`src/rtl/mux_channel_if.sv`:
```
// Handshake bundle between the requesters, the mux datapath
// and the channel scheduler.
interface mux_channel_if;
  logic [3:0] req;
  logic       t_in;
  logic [1:0] sel;
  logic [3:0] gnt;
  logic       data_out;
  logic       data_valid;
  logic [1:0] valid_id;
  logic       busy;

  modport master (
    output req,
    output t_in,
    input  sel,
    input  gnt,
    input  data_out,
    input  data_valid,
    input  valid_id,
    input  busy
  );

  modport slave (
    input  req,
    input  t_in,
    output sel,
    output gnt,
    output data_out,
    output data_valid,
    output valid_id,
    output busy
  );
endinterface

```
`src/rtl/mux_channel_scheduler.sv`:
```
// Round-robin owner of the 4:1 mux selects: grant, hold the
// select for the settle time, sample T and return it.
module mux_channel_scheduler #(
  parameter int SETTLE_CYC = 2,
  parameter int CNT_W      = 4
) (
  input  logic          clk,
  input  logic          reset,
  mux_channel_if.slave  bus
);

  typedef enum logic [1:0] {
    IDLE,
    SETTLE,
    SAMPLE
  } state_e;

  state_e           state_q, state_d;
  logic [1:0]       ptr_q, ptr_d;
  logic [1:0]       sel_q, sel_d;
  logic [3:0]       gnt_q, gnt_d;
  logic             data_out_q, data_out_d;
  logic             data_valid_q, data_valid_d;
  logic [1:0]       valid_id_q, valid_id_d;
  logic             busy_q, busy_d;
  logic [CNT_W-1:0] cnt_q, cnt_d;

  logic       found;
  logic [1:0] pick;
  logic [1:0] idx;

  // first set request at or after ptr, wrapping modulo 4
  always_comb begin
    found = 1'b0;
    pick  = 2'd0;
    idx   = 2'd0;
    for (int k = 0; k < 4; k++) begin
      idx = ptr_q + 2'(k);
      if (!found && bus.req[idx]) begin
        found = 1'b1;
        pick  = idx;
      end
    end
  end

  always_comb begin
    state_d      = state_q;
    ptr_d        = ptr_q;
    sel_d        = sel_q;
    gnt_d        = gnt_q;
    data_out_d   = data_out_q;
    data_valid_d = 1'b0;
    valid_id_d   = valid_id_q;
    busy_d       = busy_q;
    cnt_d        = cnt_q;
    unique case (state_q)
      IDLE: begin
        if (found) begin
          gnt_d   = 4'(1) << pick;
          sel_d   = pick;
          ptr_d   = pick + 2'd1;
          cnt_d   = CNT_W'(SETTLE_CYC - 1);
          busy_d  = 1'b1;
          state_d = SETTLE;
        end
      end
      SETTLE: begin
        if (!bus.req[sel_q]) begin
          gnt_d   = 4'd0;
          busy_d  = 1'b0;
          state_d = IDLE;
        end else if (cnt_q == '0) begin
          state_d = SAMPLE;
        end else begin
          cnt_d = cnt_q - 1'b1;
        end
      end
      SAMPLE: begin
        if (!bus.req[sel_q]) begin
          gnt_d   = 4'd0;
          busy_d  = 1'b0;
          state_d = IDLE;
        end else begin
          data_out_d   = bus.t_in;
          valid_id_d   = sel_q;
          data_valid_d = 1'b1;
          gnt_d        = 4'd0;
          busy_d       = 1'b0;
          state_d      = IDLE;
        end
      end
      default: begin
        gnt_d   = 4'd0;
        busy_d  = 1'b0;
        state_d = IDLE;
      end
    endcase
  end

  always_ff @(posedge clk) begin
    if (reset) begin
      state_q      <= IDLE;
      ptr_q        <= 2'd0;
      sel_q        <= 2'd0;
      gnt_q        <= 4'd0;
      data_out_q   <= 1'b0;
      data_valid_q <= 1'b0;
      valid_id_q   <= 2'd0;
      busy_q       <= 1'b0;
      cnt_q        <= '0;
    end else begin
      state_q      <= state_d;
      ptr_q        <= ptr_d;
      sel_q        <= sel_d;
      gnt_q        <= gnt_d;
      data_out_q   <= data_out_d;
      data_valid_q <= data_valid_d;
      valid_id_q   <= valid_id_d;
      busy_q       <= busy_d;
      cnt_q        <= cnt_d;
    end
  end

  assign bus.sel        = sel_q;
  assign bus.gnt        = gnt_q;
  assign bus.data_out   = data_out_q;
  assign bus.data_valid = data_valid_q;
  assign bus.valid_id   = valid_id_q;
  assign bus.busy       = busy_q;

endmodule
```
`src/flat_wrapper.sv`:
```
// flat-port wrapper written by rule: the top's interface ports become plain ports
module mux_channel_scheduler_flat 
#(
  parameter int SETTLE_CYC = 2,
  parameter int CNT_W      = 4
)
  (clk, reset, bus_req, bus_t_in, bus_sel, bus_gnt, bus_data_out, bus_data_valid, bus_valid_id, bus_busy);
  mux_channel_if bus_i ();
  input  logic clk;
  input  logic reset;
  input wire logic [$bits(bus_i.req)-1:0] bus_req;
  input wire logic [$bits(bus_i.t_in)-1:0] bus_t_in;
  output wire logic [$bits(bus_i.sel)-1:0] bus_sel;
  output wire logic [$bits(bus_i.gnt)-1:0] bus_gnt;
  output wire logic [$bits(bus_i.data_out)-1:0] bus_data_out;
  output wire logic [$bits(bus_i.data_valid)-1:0] bus_data_valid;
  output wire logic [$bits(bus_i.valid_id)-1:0] bus_valid_id;
  output wire logic [$bits(bus_i.busy)-1:0] bus_busy;
  assign bus_i.req = bus_req;
  assign bus_i.t_in = bus_t_in;
  assign bus_sel = bus_i.sel;
  assign bus_gnt = bus_i.gnt;
  assign bus_data_out = bus_i.data_out;
  assign bus_data_valid = bus_i.data_valid;
  assign bus_valid_id = bus_i.valid_id;
  assign bus_busy = bus_i.busy;
  mux_channel_scheduler #(.SETTLE_CYC(SETTLE_CYC), .CNT_W(CNT_W)) u_core (.clk(clk), .reset(reset), .bus(bus_i));
endmodule
```
`config.mk`:
```
export PLATFORM = sky130hd
export DESIGN_NAME = mux_channel_scheduler_flat
export DESIGN_NICKNAME = d
export VERILOG_FILES = /design/src/rtl/mux_channel_if.sv /design/src/rtl/mux_channel_scheduler.sv /design/src/flat_wrapper.sv
export SDC_FILE = /design/constraint.sdc
export NUM_CORES = 1
export LEC_CHECK = 0
export ABC_AREA = 1
export CORE_AREA = 2 2 51 53
export CTS_BUF_LIST = sky130_fd_sc_hd__clkbuf_4
export DETAILED_ROUTE_END_ITERATION = 10
export DIE_AREA = 0 0 53 55
export MAX_ROUTING_LAYER = met4
export PLACE_DENSITY = 0.73
export SYNTH_ARGS = -nofsm -noshare
export SYNTH_HDL_FRONTEND = slang
export SYNTH_SLANG_ARGS = --single-unit
```
`constraint.sdc`:
```
create_clock -name clk -period 2.4 [get_ports clk]
set_clock_uncertainty 0.2 [all_clocks]
set_input_delay 0.48 -clock clk [delete_from_list [all_inputs] [get_ports clk]]
set_output_delay 0.48 -clock clk [all_outputs]
set_load 0.02 [all_outputs]
```
# --- Word level (Yosys, flattened, before mapping) ---
# Cells that the tools add are included.
classes:
  mux: 33
  n_reduce_logical: 15
  n_shift: 1
  eq_ne: 7
  n_lt_le_gt_ge: 5
  n_addsub: 5
  n_bitwise: 1
op_table:
  columns: ["op", "count"]
  rows:
  - ["$mux W4", 5]
  - ["$pmux W4 S2", 2]
  - ["$lt A2 B3 Y1 const B", 5]
  - ["$mux W2", 7]
  - ["$mux W1", 12]
  - ["$bmux W1 S2", 5]
  - ["$reduce_and A2 Y1", 4]
  - ["$add A2 B1 Y2 const B", 2]
  - ["$add A2 B2 Y2 const B", 2]
  - ["$logic_not A4 Y1", 1]
  - ["$ne A2 B1 Y1 const B", 2]
  - ["$ne A2 B2 Y1 const B", 2]
  - ["$pmux W2 S2", 1]
  - ["$reduce_and A4 Y1", 1]
  - ["$shl A1 B2 Y4 const A", 1]
  - ["$sub A4 B1 Y4 const B", 1]
  - ["$logic_and A1 B1 Y1", 3]
  - ["$logic_not A1 Y1", 3]
  - ["$ne A3 B3 Y1 const B", 1]
  - ["$eq A2 B1 Y1 const B", 1]
  - ["$eq A2 B2 Y1 const B", 1]
  - ["$logic_not A2 Y1", 1]
  - ["$pmux W1 S2", 1]
  - ["$reduce_bool A2 Y1", 1]
  - ["2 further kinds", 2]
totals:
  wordCells: 76
  in_bits: 7
  reg_bits: 19
  output_inout_bits: 11

# --- Longest topological paths before layout ---
# Gate-level depths: netlist of run 1.
logic_depth:
  word_depth: 15
  depth_mapped: 13
  mapped_depth_nobuf: 13

# --- Worst setup path after synthesis of run 1 ---
# Ideal clock, no wire load.
synth_timing:
  path_kind: "input to register"
  start: "input bus_req[0]"
  end: "register u_core.ptr_q[1]"
  cell_stages: 11
  arrival_ns: 1.649
  setup_time_ns: 0.116
  required_time_ns: 2.084
  setup_slack_ns: 0.435
  path_buffers: 0
  cell_sequence: "inv_1 nand2_1 nand3_1 nand2_2 nor2_4 nand3_2 nand3_1 inv_1 ha_1 o21ai_0 nor2_1"
synth_via:
  elab_chain_len: 13
  elab_cells_between_ends: 24
  cone_classes: "add/sub (1); mux (16); reduce/logical (7)"
synth_rtl:
  columns: ["element", "line_no", "rtl"]
  rows:
  - ["start, declared", "flat_wrapper.sv:11", "input wire logic [$bits(bus_i.req)-1:0] bus_req;"]
  - ["$bmux W1 S2", "mux_channel_scheduler.sv:39", "if (!found && bus.req[idx]) begin"]
  - ["$mux W1 (not written as such)", "mux_channel_scheduler.sv:39", null]
  - ["$mux W1", "mux_channel_scheduler.sv:39", null]
  - ["$logic_not A1 Y1", "mux_channel_scheduler.sv:39", null]
  - ["$logic_and A1 B1 Y1", "mux_channel_scheduler.sv:39", null]
  - ["$mux W1", "mux_channel_scheduler.sv:39", null]
  - ["$logic_not A1 Y1", "mux_channel_scheduler.sv:39", null]
  - ["$logic_and A1 B1 Y1", "mux_channel_scheduler.sv:39", null]
  - ["$mux W1", "mux_channel_scheduler.sv:39", null]
  - ["$logic_not A1 Y1", "mux_channel_scheduler.sv:39", null]
  - ["$logic_and A1 B1 Y1", "mux_channel_scheduler.sv:39", null]
  - ["$mux W2 (*)", "mux_channel_scheduler.sv:39", null]
  - ["via u_core.pick[0]", "mux_channel_scheduler.sv:29", "logic [1:0] pick;"]
  - ["$add A2 B1 Y2 (*)", "mux_channel_scheduler.sv:61", "ptr_d = pick + 2'd1;"]
  - ["end signal, assigned", "mux_channel_scheduler.sv:113", "ptr_q <= ptr_d;"]
  - ["end, declared", "mux_channel_scheduler.sv:19", "logic [1:0] ptr_q, ptr_d;"]
# The timed path passes the listed nets; every way through them passes the cells marked *. The select of a mux whose other input is x is not followed.
# A chain may end at the register's enable or synchronous reset.

# --- Worst setup path in the final report of run 1 ---
layout_timing:
  start: "input bus_req[1]"
  end: "register u_core.ptr_q[1]"
# Same word-level chain as after synthesis.

==> results of run 1 <==
[area by class of cell]
| class | instances | area (sq um) | share of cell area, % |
|---|---|---|---|
| multi-input combinational | 123 | 638 | 44.3 |
| sequential | 19 | 382 | 26.5 |
| timing repair buffer | 31 | 275 | 19.1 |
| inverter | 21 | 78.8 | 5.47 |
| tap | 30 | 37.5 | 2.60 |
| clock buffer | 4 | 30.0 | 2.08 |
[worst max-delay path: stages]
cell             delay, ns
clkdlybuf4s50_1       0.47
o21ai_0               0.30
nand2_1               0.09
o21ai_1               0.15
nand3_2               0.11
nand3_1               0.11
inv_1                 0.06
ha_1                  0.28
o21ai_0               0.16
nor2_1                0.05
[worst paths after layout]
path / from / to / slack [ns] / cells after the start
hold reg to reg: u_core.bus.gnt[1] / u_core.bus.gnt[1] / 0.28 / 2
hold / removal: u_core.bus.gnt[1] / u_core.bus.gnt[1] / 0.28 / 2
setup / recovery: bus_req[1] / u_core.ptr_q[1] / 0.13 / 10
setup reg to reg: u_core.ptr_q[0] / u_core.ptr_q[1] / 0.31 / 12
[cells by family after synthesis]
family | after synthesis
flip-flops | 19
AO/OA/AOI/OAI | 20
XOR/XNOR | 2
adder cells (fa/ha/maj) | 5
buffers and inverters | 25
AND/OR/NAND/NOR | 96
[cells in the final DEF (no fill, tap or decap)]
cell / Yosys / layout
nand2_1: 42 / 42
nand3_2: 1 / 1
inv_1: 19 / 19
dfxtp_2: 0 / 1
nor2_1: 15 / 15
clkbuf_4: 0 / 4
o21ai_1: 1 / 1
o21ai_0: 8 / 8
nand2_4: 4 / 4
nand4_1: 4 / 4
nand2_2: 6 / 6
clkdlybuf4s50_1: 0 / 17
nand3_1: 20 / 20
nor2_4: 1 / 1
xnor2_1: 2 / 2
dfxtp_1: 19 / 18
nor3_1: 3 / 3
inv_2: 2 / 2
a21oi_1: 11 / 11
ha_1: 5 / 5
buf_4: 0 / 14
[power breakdown]
group,switching [W],total (W),leakage [nW],internal [W]
combinational,0.000661,0.00116,0.529,0.000504
sequential,0.0000931,0.000506,0.156,0.000413
clock,0.0000886,0.000165,0.0184,0.0000759
total,0.000843,0.00184,0.703,0.000993
[metrics by stage]
| step | std cells | area (sq um) | TNS [ns] | total power, W | hold slack (ns) |
|---|---|---|---|---|---|
| detailed placement | 224 | 1410 | -0.401 | 0.00166 | 0.260 |
| global route | 228 | 1440 | 0 | 0.00202 | 0.318 |
| global placement | 224 | 1410 | -0.122 | 0.00164 | 0.258 |
| floorplan | 167 | 1130 | 0 | 0.00127 | 0.267 |
| finish | 228 | 1440 | 0 | 0.00184 | 0.279 |
| CTS | 228 | 1440 | 0 | 0.00185 | 0.284 |
[routing by layer]
metal | vias to the layer above | wire (um) | share of wire (%) | track usage [%]
met5 | - | 0 | 0 | -
met4 | 0 | 11 | 0.44 | 7.69
met3 | 2 | 101 | 4.0 | 1.88
met2 | 26 | 1150 | 46 | 32.5
met1 | 508 | 1260 | 50 | 25.7
li1 | 597 | - | - | -
[registers in the layout, indices dropped and copies added, names as in the netlist]
signal,cells
u_core.cnt_q,4
u_core.ptr_q,2
u_core.bus.busy,1
u_core.bus.gnt,4
u_core.bus.sel,2
u_core.state_q,2
u_core.bus.data_out,1
u_core.bus.data_valid,1
u_core.bus.valid_id,2
==> results.tsv, run 1 <==
metric	value	unit
status	complete, no violations	
synthMuxAreaShare	0	%
syn_avg_cell_area	6.80	sq um
post_cts_buffers	0	
setup_slack	0.126	ns
place_congestion	0.897	
synth_top_area_cell	dfxtp_1	
p_leak	0.703	nW
synth-main-ff-cell	dfxtp_1	
die-area	0.00292	sq mm
cts_sinks	19	
ioPinCount	18	
clock-root-buffer	clkbuf_4	
row_count	18	
synth_seq_area_share	33.5	%
clk_pin_slew	0.10	ns
fillers	231	
die_h	55	um
rsz0062_at_grt	no	
grt_use_total	19.9	%
num-nets-final	211	
wire_per_inst	11.1	um
async_reset_ff_share	0	%
die_x	53	um
holdBufCountCts	0	
startpoint_type	input port	
synth-compound-area-share	8.82	%
area_delta_synth_final	27.0	%
grt_pass1_vias	1003	
path_max_fanout	4	
utilization	61.0	%
crit_required	2.39	ns
synth-edff-count	0	
drv_cap	0	
dr.pass1.iters	5	
diodes	0	
htree_levels	1	
drcViolationCount	0	
arrival	2.27	ns
synth_xor_area_share	1.54	%
gr-total-overflow	0	
io_buffers	17	
clkLatencyLatePin	0.29	ns
synthAdderAreaFrac	5.51	%
syn-instance-count	167	
crit_type	in -> reg	
via_per_inst	4.97	
worstMarginPinSlew	0.303	ns
initial_core_util	48.0	%
layout_worst_path_cycle_share	94.8	%
cts_buffer_depth	2	
drive_above_1_share	16.7	%
vias	1133	
ys_ff_latch	19	
yosys-top-cells-area	dfxtp_1, nand2_1, nand3_1	
setup_viol	0	
min_period	2.27	ns
finalHoldViolCount	0	
power_density	1270	mW/mm^2
finalWirelength	2520	um
max_slew_margin	79.6	%
grt_pass1_wl	4190	um
syn_nets	179	
grt_max_degree	13	
peakVddDrop	0.000946	V
synthTopCellsByCount	nand2_1, nand3_1, dfxtp_1, inv_1, nor2_1	
end_kind	register	
synth.distinct_cells	19	
yosys.area.top_type_share	33.5	%
synth_warnings	0	
synth_simple_gate_area_share	40.4	%
hp-class	reg -> reg	
yosysMostFrequentCell	nand2_1	
cts_tree	done	
dp_hpwl	1930	um
drtIter0Drc	37	
slew_viol_final	0	
cts_buffers	3	
syn-cell-area	0.00113	sq mm
ant_nets	0	
place_ws	-0.120	ns
synth_top_family_by_area	simple AND/OR/NAND/NOR gates	
core	0.00236	sq mm
cts-resized-gates	0	
fmaxAchievable	440	MHz
antenna_found_initial	0	
No activity file was read; power rests on OpenSTA's default activity.
==> run 2, diff against run 1 <==
- CELL_PAD_IN_SITES_DETAIL_PLACEMENT: unset -> 0
- CELL_PAD_IN_SITES_GLOBAL_PLACEMENT: unset -> 1
- CORE_AREA: 2 2 51 53 -> 2 2 57 59
- DIE_AREA: 0 0 53 55 -> 0 0 59 61
- PLACE_DENSITY: 0.73 -> unset
- PLACE_DENSITY_LB_ADDON: unset -> 0.1
==> results.tsv, run 2 (synthesized netlist as in run 1, its figures left out) <==
metric	value	unit
status	complete, no violations	
total_power	0.00192	W
grt_max_degree	12	
grt_use_total	17.4	%
setup_viol	0	
slew_viol_final	0	
worstPathCellList	clkdlybuf4s50_1 -> inv_1 -> nand2_1 -> nand3_1 -> nand2_2 -> nor2_4 -> nand3_2 -> nand3_1 -> inv_1 -> ha_1 -> o21ai_0 -> nor2_1	
crit_required	2.40	ns
arrival	2.22	ns
holdBufCountCts	0	
cts_buffers	3	
finalHoldViolCount	0	
drv_cap	0	
vias	1109	
crit_type	in -> reg	
hp-class	reg -> reg	
mostFrequentLayoutCell	nand2_1	
ant_nets	0	
num-nets-final	215	
diodes	0	
drcViolationCount	0	
gr-total-overflow	0	
power_density	1290	mW/mm^2
final_cell_mix	nand2_1, nand3_1, inv_1, dfxtp_1	
die-area	0.00360	sq mm
grt_pass1_wl	4670	um
area_delta_synth_final	30.8	%
clk_pin_slew	0.11	ns
clkLatencyLatePin	0.30	ns
p_leak	0.726	nW
initial_core_util	38.4	%
path_max_fanout	5	
worstMarginPinSlew	0.323	ns
wire_per_inst	11.4	um
place_congestion	0.840	
grt_pass1_vias	1054	
dp_hpwl	2110	um
post_cts_buffers	0	
end_kind	register	
cts_tree	done	
drtIter0Drc	41	
core	0.00295	sq mm
cts-resized-gates	0	
max_stage_delay	0.43	ns
die_x	59	um
row_count	20	
ioPinCount	18	
min_period	2.22	ns
slowest_stage	clkdlybuf4s50_1	
final_area	0.00148	sq mm
peakVddDrop	0.000605	V
fmaxAchievable	450	MHz
startpoint_type	input port	
clock-root-buffer	clkbuf_4	
hold_ws	0.270	ns
dpl_cell_area	0.00146	sq mm
dr.pass1.iters	4	
layout_worst_path_cycle_share	92.5	%
tns	0	ns
drive_above_1_share	17.8	%
rsz0062_at_grt	no	
finalWirelength	2690	um
utilization	50.3	%
htree_levels	1	
cts_buffer_depth	2	
via_per_inst	4.72	
worstPathBufferInverterCount	3	
cts_sinks	19	
max_slew_margin	78.5	%
antenna_found_initial	0	
critical-path-top-delay-family	simple AND/OR/NAND/NOR gates	
die_h	61	um
io_buffers	17	
==> run 2: layout make-up <==
class                      count  area (sq um)
inverter                      21          78.8
multi-input combinational    123           638
clock buffer                   3          22.5
timing repair buffer          35           318
sequential                    19           380
tap                           33          41.3
clock inverter                 1          5.00
fill                         347          1470
==> run 2: worst paths after layout <==
path / from / endpoint / slack (ns) / depth (start not counted)
max: bus_req[0] / u_core.ptr_q[1] / 0.18 / 12
min: u_core.bus.busy / u_core.bus.busy / 0.27 / 2
max reg2reg: u_core.ptr_q[0] / u_core.ptr_q[1] / 0.24 / 11
min reg2reg: u_core.bus.busy / u_core.bus.busy / 0.27 / 2
==> run 2: worst reg2reg max path, stage by stage, from the launching register on <==
cell	delay, ns
dfxtp_1	0.47
buf_4	0.20
nand2_2	0.06
nand3_1	0.12
nand2_2	0.09
nor2_4	0.16
nand3_2	0.10
nand3_1	0.12
inv_1	0.06
ha_1	0.28
o21ai_0	0.15
nor2_1	0.05
==> run 2: per-layer routing <==
metal	wire length (um)	vias up	GRT usage [%]
met5	0	-	-
met4	21	0	4.87
met1	1360	487	23.6
li1	-	602	-
met2	1220	18	27.0
met3	86	2	2.56
==> run 2: where the power goes <==
group / switching (W) / internal, W / leakage (nW)
logic: 0.000682 / 0.000573 / 0.553
registers: 0.0000883 / 0.000412 / 0.156
clock network: 0.000104 / 0.0000621 / 0.0177
total: 0.000874 / 0.00105 / 0.726
==> run 2: metrics by stage <==
stage	worst slack, ns	instances
after floorplan	0.435	167
after global placement	-0.114	231
after detailed placement	-0.134	231
after CTS	0.196	235
after global routing	0.0113	235
final	0.179	235
==> run 3, diff against run 2 <==
- CORE_AREA: 2 2 57 59 -> 2 2 59 61
- CTS_BUF_LIST: sky130_fd_sc_hd__clkbuf_4 -> sky130_fd_sc_hd__clkbuf_16
- CTS_CLUSTER_SIZE: unset -> 28
- DIE_AREA: 0 0 59 61 -> 0 0 61 63
- SETUP_SLACK_MARGIN: unset -> 0.5
==> results.tsv, run 3 (synthesized netlist as in run 1, its figures left out) <==
metric	value	unit
area_delta_synth_final	62.6	%
slowest_stage	dfxtp_4	
cts_buffer_depth	2	
worstPathCellList	inv_4 -> nand2_1 -> nand2_4 -> nand2_4 -> nand2_4 -> nor2_4 -> nand3_2 -> nand3_2 -> nand2_2 -> inv_2 -> ha_4 -> o21ai_1 -> nor2_1	
tns	0	ns
rsz0062_at_grt	yes	
total_power	0.00263	W
arrival	1.88	ns
diodes	0	
clkLatencyLatePin	0.25	ns
finalWirelength	3010	um
end_kind	register	
dr.pass1.iters	4	
cts_buffers	3	
row_count	21	
io_buffers	17	
antenna_found_initial	0	
layout_worst_path_cycle_share	80.7	%
initial_core_util	35.1	%
finalNonFillerCells	255	
crit_required	2.35	ns
drcViolationCount	0	
routed-wl-met3	110	um
max_slew_margin	71.8	%
die_h	63	um
grt_pass1_vias	1167	
path_max_fanout	7	
post-place-cells	243	
worstMarginPinSlew	0.422	ns
setup.worst_path.start	u_core.ptr_q[0]	
place_congestion	0.812	
drv_cap	0	
drtIter0Drc	64	
grt_pass1_wl	4990	um
startpoint_type	register	
gr-total-overflow	0	
ant_nets	0	
dr_wl_met2	1480	um
final_cell_mix	nand2_1, buf_4, nand2_2, dfxtp_1, nor2_1	
status	complete, no violations	
p_leak	0.913	nW
core	0.00323	sq mm
vias	1212	
fmaxAchievable	516	MHz
wire_per_inst	11.8	um
slew_viol_final	0	
max_stage_delay	0.39	ns
wl_met1	1400	um
dp_hpwl	2090	um
drive_above_1_share	44.0	%
num-nets-final	222	
ioPinCount	18	
hp-class	reg -> reg	
cts_sinks	19	
worstHoldStart	u_core.bus.busy	
setup_viol	0	
holdBufCountCts	0	
timing.rr.start	u_core.ptr_q[0]	
mostFrequentLayoutCell	nand2_1	
grt_use_total	17.0	%
cts_tree	done	
highest_layer	met4	
crit_type	reg -> reg	
peakVddDrop	0.000607	V
critical-path-top-delay-family	simple AND/OR/NAND/NOR gates	
via_per_inst	4.75	
power_density	1430	mW/mm^2
finalHoldViolCount	0	
die-area	0.00384	sq mm
crit_top_cell	nand2_4	
min_period	1.94	ns
worstPathBufferInverterCount	2	
grt_max_degree	12	
clock-root-buffer	clkbuf_16	
die_x	61	um
htree_levels	1	
clk_pin_slew	0.06	ns
[run 3: cell types whose count changed in the layout (fill, tap and decap cells not counted), moves of 4 or more]
| cell | before | now |
|---|---|---|
| clkdlybuf4s50_1 | 17 | 8 |
| nand3_2 | 1 | 9 |
| nand2_4 | 4 | 12 |
| nand3_1 | 20 | 12 |
| nand2_2 | 6 | 17 |
| ha_1 | 5 | 1 |
| inv_2 | 2 | 6 |
| dlymetal6s2s_1 | 0 | 4 |
| inv_1 | 19 | 13 |
| nand2_1 | 42 | 22 |
| buf_6 | 0 | 5 |
[run 3: worst paths after layout]
| kind | to | slack, ns | cells after the start |
|---|---|---|---|
| max | u_core.ptr_q[1] | 0.46 | 13 |
| min | u_core.bus.busy | 0.27 | 2 |
| max reg2reg | u_core.ptr_q[1] | 0.46 | 13 |
| min reg2reg | u_core.bus.busy | 0.27 | 2 |
[run 3: cell type report]
cell class	instances	area [sq um]
clock buffers	3	75.1
multi-input cells	123	845
fillers	329	1390
inverters	21	83.8
clock inverters	1	5.00
flip-flops and latches	19	388
repair buffers	42	392
well taps	46	57.6
[run 3: routing by layer]
| metal | global-route usage [%] | vias to the layer above |
|---|---|---|
| li1 | - | 623 |
| met1 | 22.9 | 560 |
| met2 | 26.5 | 25 |
| met3 | 3.11 | 4 |
| met4 | 3.26 | 0 |
| met5 | - | - |
[run 3: power breakdown]
group / total, W / leakage (nW) / switching [W] / internal (W)
Sequential: 0.000509 / 0.157 / 0.0000888 / 0.000420
Combinational: 0.00178 / 0.715 / 0.000944 / 0.000838
Clock: 0.000344 / 0.0409 / 0.000121 / 0.000223
[run 3: through the flow]
| stage | hold WS, ns | utilization (%) | worst slack [ns] | cell area [sq um] |
|---|---|---|---|---|
| 3_5_place_dp | 0.253 | 45.6 | -0.100 | 1480 |
| 4_1_cts | 0.263 | 51.8 | 0.474 | 1680 |
| 2_1_floorplan | 0.267 | - | 0.523 | 1140 |
| 6_report | 0.271 | 57.1 | 0.462 | 1850 |
| 5_1_grt | 0.290 | 57.1 | 0.368 | 1850 |
| 3_3_place_gp | 0.259 | 45.6 | -0.0592 | 1480 |
[run 3: timing repair]
action,4_1_cts,5_1_grt
pin swaps,15,16
resized for setup,39,46
endpoints found under the setup margin,19,17
buffers inserted,5,3
[run 3: worst reg2reg max path, delay by kind of cell (launching register included)]
kind,cells,cell delay [ns]
compound gates,1,0.12
fa+ha+maj,1,0.19
buf+inv,2,0.15
flops,1,0.39
simple gates,9,0.77
